### src/rtl/muldiv_sequencer.sv
// Iterative signed multiply/divide engine with its sequencing FSM.
// One shared adder/subtractor, one bit per cycle: shift-add multiply, restoring divide.
module muldiv_sequencer #(
    parameter int unsigned WIDTH = 32
) (
    input  logic             clk,
    input  logic             reset,
    input  logic             mult_start,
    input  logic             div_start,
    input  logic [WIDTH-1:0] op_a,
    input  logic [WIDTH-1:0] op_b,
    output logic             busy,
    output logic             done,
    output logic             div_zero,
    output logic [WIDTH-1:0] hi_out,
    output logic [WIDTH-1:0] lo_out
);

    localparam int unsigned CW = $clog2(WIDTH);

    typedef enum logic [2:0] {
        S_IDLE,
        S_PREP,
        S_RUN,
        S_FIXUP,
        S_DONE
    } state_t;

    state_t             r_state;
    logic               r_is_div;
    logic               r_div_zero;
    logic               r_neg_lo;
    logic               r_neg_hi;
    logic [WIDTH-1:0]   r_a;
    logic [WIDTH-1:0]   r_b;
    logic [WIDTH-1:0]   r_lo;
    logic [WIDTH:0]     r_acc;
    logic [CW-1:0]      r_cnt;

    logic [WIDTH-1:0]   w_abs_a;
    logic [WIDTH-1:0]   w_abs_b;
    logic [WIDTH:0]     w_shift;
    logic [WIDTH+1:0]   w_sum;
    logic               w_borrow;
    logic [2*WIDTH-1:0] w_prod;
    logic [2*WIDTH-1:0] w_prod_fix;
    logic [WIDTH-1:0]   w_q_fix;
    logic [WIDTH-1:0]   w_r_fix;

    // Magnitudes fit in WIDTH unsigned bits, including |-2^(WIDTH-1)|.
    assign w_abs_a = r_a[WIDTH-1] ? (~r_a + WIDTH'(1)) : r_a;
    assign w_abs_b = r_b[WIDTH-1] ? (~r_b + WIDTH'(1)) : r_b;

    // Shared adder: divide subtracts the divisor from the shifted remainder,
    // multiply conditionally adds the multiplicand to the upper accumulator.
    assign w_shift  = {r_acc[WIDTH-1:0], r_lo[WIDTH-1]};
    assign w_sum    = r_is_div ? ({1'b0, w_shift} - {2'b00, r_b})
                               : ({1'b0, r_acc} + {2'b00, (r_lo[0] ? r_b : WIDTH'(0))});
    assign w_borrow = w_sum[WIDTH+1];

    assign w_prod     = {r_acc[WIDTH-1:0], r_lo};
    assign w_prod_fix = r_neg_lo ? (~w_prod + (2*WIDTH)'(1)) : w_prod;
    assign w_q_fix    = r_neg_lo ? (~r_lo + WIDTH'(1)) : r_lo;
    assign w_r_fix    = r_neg_hi ? (~r_acc[WIDTH-1:0] + WIDTH'(1)) : r_acc[WIDTH-1:0];

    always_ff @(posedge clk or posedge reset) begin
        if (reset) begin
            r_state    <= S_IDLE;
            r_is_div   <= 1'b0;
            r_div_zero <= 1'b0;
            r_neg_lo   <= 1'b0;
            r_neg_hi   <= 1'b0;
            r_a        <= '0;
            r_b        <= '0;
            r_lo       <= '0;
            r_acc      <= '0;
            r_cnt      <= '0;
            busy       <= 1'b0;
            done       <= 1'b0;
            div_zero   <= 1'b0;
            hi_out     <= '0;
            lo_out     <= '0;
        end else begin
            done     <= 1'b0;
            div_zero <= 1'b0;
            case (r_state)
                S_IDLE: begin
                    if (mult_start || div_start) begin
                        r_state  <= S_PREP;
                        busy     <= 1'b1;
                        r_is_div <= ~mult_start;
                        r_a      <= op_a;
                        r_b      <= op_b;
                    end
                end
                S_PREP: begin
                    r_neg_lo   <= r_a[WIDTH-1] ^ r_b[WIDTH-1];
                    r_neg_hi   <= r_a[WIDTH-1];
                    r_lo       <= w_abs_a;
                    r_b        <= w_abs_b;
                    r_acc      <= '0;
                    r_cnt      <= '0;
                    r_div_zero <= r_is_div && (r_b == '0);
                    // Divide-by-zero skips RUN; FIXUP posts its fixed result.
                    r_state    <= (r_is_div && (r_b == '0)) ? S_FIXUP : S_RUN;
                end
                S_RUN: begin
                    if (r_is_div) begin
                        r_acc <= w_borrow ? w_shift : w_sum[WIDTH:0];
                        r_lo  <= {r_lo[WIDTH-2:0], ~w_borrow};
                    end else begin
                        r_acc <= {1'b0, w_sum[WIDTH:1]};
                        r_lo  <= {w_sum[0], r_lo[WIDTH-1:1]};
                    end
                    r_cnt <= r_cnt + CW'(1);
                    if (r_cnt == CW'(WIDTH-1)) begin
                        r_state <= S_FIXUP;
                    end
                end
                S_FIXUP: begin
                    if (r_div_zero) begin
                        hi_out   <= r_a;
                        lo_out   <= '1;
                        div_zero <= 1'b1;
                    end else if (r_is_div) begin
                        hi_out <= w_r_fix;
                        lo_out <= w_q_fix;
                    end else begin
                        hi_out <= w_prod_fix[2*WIDTH-1:WIDTH];
                        lo_out <= w_prod_fix[WIDTH-1:0];
                    end
                    done    <= 1'b1;
                    r_state <= S_DONE;
                end
                S_DONE: begin
                    busy    <= 1'b0;
                    r_state <= S_IDLE;
                end
                default: begin
                    busy    <= 1'b0;
                    r_state <= S_IDLE;
                end
            endcase
        end
    end

endmodule

### config.mk
export PLATFORM = sky130hd
export DESIGN_NAME = muldiv_sequencer
export DESIGN_NICKNAME = d
export VERILOG_FILES = /design/src/rtl/muldiv_sequencer.sv
export SDC_FILE = /design/constraint.sdc
export NUM_CORES = 1
export LEC_CHECK = 0
export ABC_CLOCK_PERIOD_IN_PS = 19600
export CAP_MARGIN = 25
export CORE_MARGIN = 10
export CORE_UTILIZATION = 40
export CTS_CLUSTER_SIZE = 14
export DETAILED_ROUTE_END_ITERATION = 10
export PLACE_DENSITY = 0.66
export SYNTH_ARGS = -nofsm -noshare
export SYNTH_HDL_FRONTEND = slang
export SYNTH_SLANG_ARGS = --single-unit
### constraint.sdc
create_clock -name clk -period 19.6 [get_ports clk]
set_clock_uncertainty 0.2 [all_clocks]
set_input_delay 2.94 -clock clk [delete_from_list [all_inputs] [get_ports clk]]
set_output_delay 2.94 -clock clk [all_outputs]
set_load 0.005 [all_outputs]
## Word level (Yosys, flattened, before mapping)

Index checks and enable logic that the tools add are counted.
Widths: inputs -> output; s select.

- Equal/unequal tests: 7
- Reductions and logical operators: 12
- Muxes and demuxes: 28
- $add $sub $neg: 8
- Bitwise gates (word level): 9

Operators with widths:

| kind | count |
|---|---|
| $mux 32 | 11 |
| $add 32x1->32 const B | 4 |
| $not 32->32 | 4 |
| $pmux 32 s2 | 2 |
| $mux 33 | 2 |
| $pmux 33 s2 | 1 |
| $add 64x1->64 const B | 1 |
| $mux 64 | 1 |
| $not 64->64 | 1 |
| $add 33x32->34 | 1 |
| $mux 34 | 1 |
| $sub 33x32->34 | 1 |
| $logic_not 32->1 | 1 |
| $pmux 3 s4 | 1 |
| $pmux 5 s2 | 1 |
| $reduce_and 2->1 | 4 |
| $eq 3x2->1 const B | 2 |
| $mux 3 | 2 |
| $ne 2x2->1 const B | 3 |
| $add 5x1->5 const B | 1 |
| $eq 5x5->1 const B | 1 |
| $mux 1 | 5 |
| $reduce_bool 2->1 | 2 |
| $eq 3x1->1 const B | 1 |
| 8 further kinds | 10 |

- Register bits after elaboration: 208
- Word-level logic and storage cells: 80

## Depth between registers and ports, before layout

- Depth in word-level cells: 6
- Gate-level depth with buffers: 15
- Mapped depth without buffers: 13

## Worst setup path after synthesis

Ideal clock, no wire load.

- Kind: input -> register
- From: in div_start
- To: reg r_b[25]
- Arrival time: 3.936 ns
- Required time: 19.274 ns
- Setup slack: 15.338 ns
- Buffers on the path: 1
- Stages on the path: 6
- Library setup time: 0.126 ns
- Path through: nor2_1 > o21ai_0 > and2_1 > clkbuf_1 > o21ai_0 > a221o_1

- Longest elaborated chain between the ends: 3

Ends and longest elaborated chain:

| item | line | source |
|---|---|---|
| from (decl) | 9 | `input logic div_start,` |
| $logic_or 1x1->1 | 88 | `if (mult_start \|\| div_start) begin` |
| $ne 2x2->1 (no line) | n/a |  |
| $reduce_and 3->1 (no line) | n/a |  |
| to (signal assigned) | 93 | `r_b <= op_b;` |
| to (signal assigned) | 100 | `r_b <= w_abs_b;` |
| to (decl) | 35 | `logic [WIDTH-1:0] r_b;` |

Every way passes these cells.
A chain may end at the register's enable or synchronous reset.

## Worst setup path in the final report

- From: in div_start
- To: reg r_b[1]

Same word-level chain as after synthesis.

==> summary.md <==
| Metric | Value |
|---|---|
| Cell variety after synth | `75` |
| Share of cells above drive strength 1 | `5.10%` |
| Worst path cell trace | `clkdlybuf4s50_1 -> nor2_1 -> o21ai_0 -> nand2_1 -> a222oi_1 -> inv_1` |
| Commonest cells post-synth | `nand2_1, dfrtp_1, o21ai_0` |
| Multi-input gate area in the final layout | `0.00977 mm2` |
| RSZ-0062 raised after global routing | `false` |
| WP data required | `19.83 ns` |
| Worst rel slew slack | `31.3%` |
| Main combinational cell family by area after synthesis | `compound AO/OA/AOI/OAI gates` |
| # placed instances | `2,487` |
| Tmin final | `4.79 ns` |
| Placed inst area | `0.0173 mm2` |
| Worst-Skew Late Latency | `0.56 ns` |
| Count leader, synth | `nand2_1` |
| Worst Path Arrival | `5.02 ns` |
| Number of global-route vias before repair | `14,663` |
| Register area | `0.00521 mm2` |
| Synth Area in XOR/XNOR | `8.12%` |
| Maxcap violations | `0` |
| GR Util met1 | `28.6%` |
| CTS sink cnt | `208` |
| Final setup viols | `0` |
| Initial Utilization | `40.5%` |
| Post-synthesis simple-gate area fraction | `19.7%` |
| Nets@finish | `2,140` |
| Worst Tran Pin Value | `1.03 ns` |
| Gr ovfl total | `0` |
| N_diodes | `0` |
| DR vias | `14,999` |
| CTS clock-pin slew for the worst setup and hold paths | `0.06 ns` |
| Num CTS Buffers | `26` |
| First-pass GRT wire length | `84,700 um` |
| VDD IR max | `82.7 uV` |
| CP Class | `in2reg` |
| GRT busiest layer | `met2` |
| PostCTS Resize Cnt | `0` |
| Synth Area per Inst | `8.05 um2` |
| Top cell type's share of synthesized area | `33.3%` |
| Max FO, Critical Path | `33` |
| Multiplexer area fraction after synthesis | `2.75%` |
| IO buf count | `134` |
| Slew Limit Fails | `0` |
| Synth warn | `0` |
| Fillers | `3,774` |
| Area of the core | `0.0386 mm2` |
| CTS max path bufs | `3` |
| Asr flop ratio synth | `100%` |
| Final setup TNS | `0 ns` |
| Post-Synth Adder-Cell Area | `5.85%` |
| Largest cells by area after synthesis | `dfrtp_1, nand2_1, o21ai_0` |
| Synth Area in Compound Gates | `25.8%` |
| Status | `completed` |
| Die Area | `0.0474 mm2` |
| Post-Layout Cell Count | `2,538` |
| Per-cell routed wire length | `21.1 um` |
| Via-to-Cell Ratio | `5.91` |
| Final Hold Viols | `0` |
| Clock Tree Root | `clkbuf_16` |
| Post-Layout Inst Area | `0.0183 mm2` |
| DR pass1 iterations | `7` |
| Final hold slack | `0.284 ns` |
| Flops & latches, synth | `208` |
| Row cnt | `72` |
| F_max | `209 MHz` |
| Sequential area share after synthesis | `33.3%` |
| Post-CTS setup buffer count | `0` |
| Largest net degree at the start of global routing | `136` |
| Hpwl dp | `40,100 um` |
| GRT met3 Usage | `3.00%` |
| Antenna Nets Post-Route | `0` |
| Leading area contributor after synthesis | `dfrtp_1` |
| Worst path top cell family by delay | `simple AND/OR/NAND/NOR gates` |
| Total routed wirelength | `53,600 um` |
| Synth Instances | `1,943` |
| GRT Total Usage | `22.1%` |
| H-tree depth | `1` |
| Tot Pwr | `3.70 mW` |
| R2r setup slk | `15.14 ns` |
| Max incr delay on CP | `0.63 ns` |
| Pwr/cell area | `202 mW/mm2` |
| Post-Place Worst Slack | `14.11 ns` |
| Crit path buf inv count | `2` |
| Die H | `218 um` |
| Finished Core Util | `47.4%` |
| GPL Wtd Cong | `0.934` |
| Tcrit/Tclk final | `24.4%` |
| Area grow syn2layout | `17.2%` |
| Initial antenna violation count | `0` |
| Number of synthesized flops with an enable pin | `0` |
| GRT met2 Usage | `37.1%` |
| Hold Path Class | `reg2reg` |
| Leak pwr | `7.74 nW` |
| CP startpoint kind | `input port` |
| Mapped Nets | `2,083` |
| Residual DRC count | `0` |
| Critical path capture point type | `register` |
| CP max stage cell | `nand2_1` |
| Mapped Area | `0.0156 mm2` |
| Io pins | `135` |
| 1st-iter DRT viols | `1,204` |
| Synth Flop Type | `dfrtp_1` |
| Final setup margin | `14.81 ns` |
| Cts hold-fix bufs | `0` |
| CTS tree | `yes` |
| Die Wd | `218 um` |
state kept, by name (all words and copies together) (netlist names):
register / flops
r_b: 32
r_state: 3
done: 1
r_lo: 32
r_a: 32
r_is_div: 1
r_cnt: 5
hi_out: 32
r_neg_hi: 1
busy: 1
r_neg_lo: 1
lo_out: 32
r_acc: 33
div_zero: 1
r_div_zero: 1
worst reg2reg max path, cell delays in order (launching register included):
cell and delay, ns:
dfrtp_1 0.52, inv_1 0.25, ha_1 0.43, nand3_1 0.15
or3_1 0.43, nand4b_1 0.19, a21oi_1 0.46, nor2_4 0.06
buf_4 0.33, a2111oi_4 0.62, o311ai_0 0.33, xor2_1 0.22
o21ai_0 0.18
layout make-up:
class | instances | share of cell area (%)
Inverter | 58 | 1.23
Sequential cell | 208 | 28.4
Tap cell | 518 | 3.54
Multi-Input combinational cell | 1549 | 53.3
Clock inverter | 16 | 0.990
Timing Repair Buffer | 157 | 8.61
Clock buffer | 32 | 3.94
worst paths after layout:
kind	startpoint	cells past startpoint	endpoint
worst max-delay path	div_start	6	r_b[1]
worst min-delay path	hi_out[3]	2	hi_out[3]
worst max register to register	r_b[31]	12	r_acc[32]
worst min register to register	hi_out[3]	2	hi_out[3]
max in group asynchronous	reset	5	r_neg_lo
min in group asynchronous	reset	2	lo_out[8]
per-layer routing:
layer  vias to the layer above  part of all wire, %
met1                      7281                   43
met4                         0                  3.8
met5                         -                    0
met3                        92                  5.3
met2                       462                   48
li1                       7164                    -
cells in the final DEF, fill, tap and decap left out, types with 28 or more instances in the layout:
| cell | instances |
|---|---|
| nand3_1 | 28 |
| nor2_1 | 128 |
| ha_1 | 70 |
| dfrtp_1 | 207 |
| nor3_1 | 53 |
| o22a_1 | 30 |
| o211ai_1 | 31 |
| o21ai_0 | 181 |
| xor2_1 | 65 |
| a21oi_1 | 166 |
| xnor2_1 | 80 |
| mux2i_1 | 43 |
| clkdlybuf4s50_1 | 134 |
| a211oi_1 | 32 |
| inv_1 | 56 |
| a21o_1 | 32 |
| nand2_1 | 276 |
kinds of logic (layout without fill, tap and decap cells):
kind of cell / Yosys count / in the layout
flops: 208 / 208
fa+ha+maj: 72 / 72
compound gates: 636 / 636
xor+xnor: 145 / 145
mux: 43 / 43
buf+inv: 186 / 263
simple gates: 653 / 653
power breakdown:
group	internal, mW	switching [mW]
Clock	0.302	0.204
Sequential	0.633	0.307
Combinational	0.928	1.33
Total	1.86	1.84
Power figures use the tool's default switching activity.
==> patch, RTL diff (same flow settings) <==
Make the reset (`reset`) synchronous in one clocked block.
--- a/src/rtl/muldiv_sequencer.sv
+++ b/src/rtl/muldiv_sequencer.sv
@@ -63,7 +63,7 @@
     assign w_q_fix    = r_neg_lo ? (~r_lo + WIDTH'(1)) : r_lo;
     assign w_r_fix    = r_neg_hi ? (~r_acc[WIDTH-1:0] + WIDTH'(1)) : r_acc[WIDTH-1:0];
 
-    always_ff @(posedge clk or posedge reset) begin
+    always_ff @(posedge clk) begin
         if (reset) begin
             r_state    <= S_IDLE;
             r_is_div   <= 1'b0;
Check against the original RTL: differs if reset is asserted again (counterexample within 4 cycles, from zero or initial values and one cycle with reset high); with reset held inactive, the same outputs for 10 cycles.
==> patch against the unedited design <==
Area after synthesis fell by 2.2%; non-clock buffer count is 1 lower; sequential cell count unchanged; final area decreased by 3.0%; critical endpoint is now r_acc[25]; setup slack lost 0.44 ns; critical path type unchanged; routed wire length decreased by 1.9%; critical path depth up 1.
Power is not compared: it rests on default switching activity, and its combinational part moved more than twofold at a synthesized area within 25%.
==> patch: results (changes against the unedited design) <==
* Syn Nets at 2,185 (was 2,083)
* Gr usage total at 0.214 (was 0.221)
* Worst-Skew Late Latency at 0.54 ns (was 0.56 ns)
* Crit path largest cell delay at 0.46 ns (was 0.63 ns)
* Drt total wl at 52,600 um (was 53,600 um)
* Critical-path top delay cell: buf_6 (was nand2_1)
* Largest net degree at the start of global routing at 99 (was 136)
* Post-place setup slack at 13.57 ns (was 14.11 ns)
* CTS clk-pin slew, worst paths at 0.06 ns (about the same)
* Hold path endpoint: hi_out[13] (was hi_out[3])
* Layout cell share with drive strength beyond 1 at 0.0471 (was 0.0510)
* Main synth FF type: dfxtp_1 (was dfrtp_1)
* Fill cell count at 3,792 (was 3,774)
* Post-synthesis cell type count at 83 (was 75)
* Commonest cells post-synth: 243 x nand2_1, 213 x nor2_1, 208 x dfxtp_1, 168 x a21oi_1, 117 x clkbuf_1 (was 277 x nand2_1, 208 x dfrtp_1, 181 x o21ai_0, 166 x a21oi_1, 130 x nor2_1)
* GR Util met2 at 0.345 (was 0.371)
* Status: finished clean (unchanged)
* WL/cell at 20.1 um (was 21.1 um)
* Ys async rst share at 0 (was 1.00)
* Vias at 15.6k (was 15.0k)
* Logic power comb at approximately 0.00071 W
* GR Layer Usage met3 at 0.0231 (was 0.0300)
* Crit path from: reset (was div_start)
* DR WL met2 at 23,800 um (was 25,600 um)
* Number of global-route vias before repair at 14.5k (was 14.7k)
* Reg-to-Reg Start: r_lo[0] (was r_b[31])
* Final GP Congestion at 0.963 (was 0.934)
* Largest cells by area after synthesis: dfxtp_1 27%, nand2_1 6.0%, ha_1 5.7% (was dfrtp_1 33%, nand2_1 6.6%, o21ai_0 5.8%)
* Worst hold start: hi_out[13] (was hi_out[3])
* Iteration-0 DRC Markers at 1,338 (was 1,204)
* Reg2Reg Capture Point: r_acc[29] (was r_acc[32])
* Num CTS Buffers at 24 (was 26)
* CP endpoint: r_acc[25] (was r_b[1])
* Placed Area at 0.0169 mm^2 (was 0.0173 mm^2)
* Reg2Reg Depth at 14 (was 12)
* CP max FO at 94 (was 33)
* Placed insts at 2,568 (was 2,487)
* First-pass GRT wire length at 82,200 um (was 84,700 um)
* DR pass1 iterations at 6 (was 7)
* Dpl hpwl at 39,000 um (was 40,100 um)
* Synthesized netlist cell count at 2,045 (was 1,943)
* M1 wire length at 23,400 um (was 23,100 um)
* Seq/Total Area, Yosys at 0.272 (was 0.333)
* CP Data Arrival Time at 5.44 ns (was 5.02 ns)
* Fmax at 191 MHz (was 209 MHz)
## patch: changes by cell type after synthesis, sizes merged, moves of 13 or more
cell	unedited run	this run
dfrtp	208	0
xnor2	80	66
buf	8	24
dfxtp	0	208
nand2b	16	29
o21ai	182	123
and3	27	13
nor2	130	213
o22a	30	1
a22oi	2	19
a211oi	32	108
nand2	277	243
## patch: area by class of cell
class / count / area [um^2] / area share
clock inverters: 7 / 77.6 / 0.00436
well taps: 511 / 639 / 0.0360
flip-flops and latches: 208 / 4170 / 0.235
clock buffers: 37 / 749 / 0.0422
repair buffers: 156 / 1540 / 0.0867
inverters: 54 / 203 / 0.0114
multi-input cells: 1640 / 10400 / 0.585
## patch: cell families (layout without fill, tap and decap cells)
logic type	count (synthesis)	after routing	share of synthesized area
AOI/OAI and AO/OA	665	665	0.284
xor gates and xnor gates	142	142	0.0813
adders and majority gates	72	72	0.0599
buffers and inverters	197	254	0.0501
DFF	208	208	0.272
muxes	50	50	0.0329
and+or+nand+nor	711	711	0.220
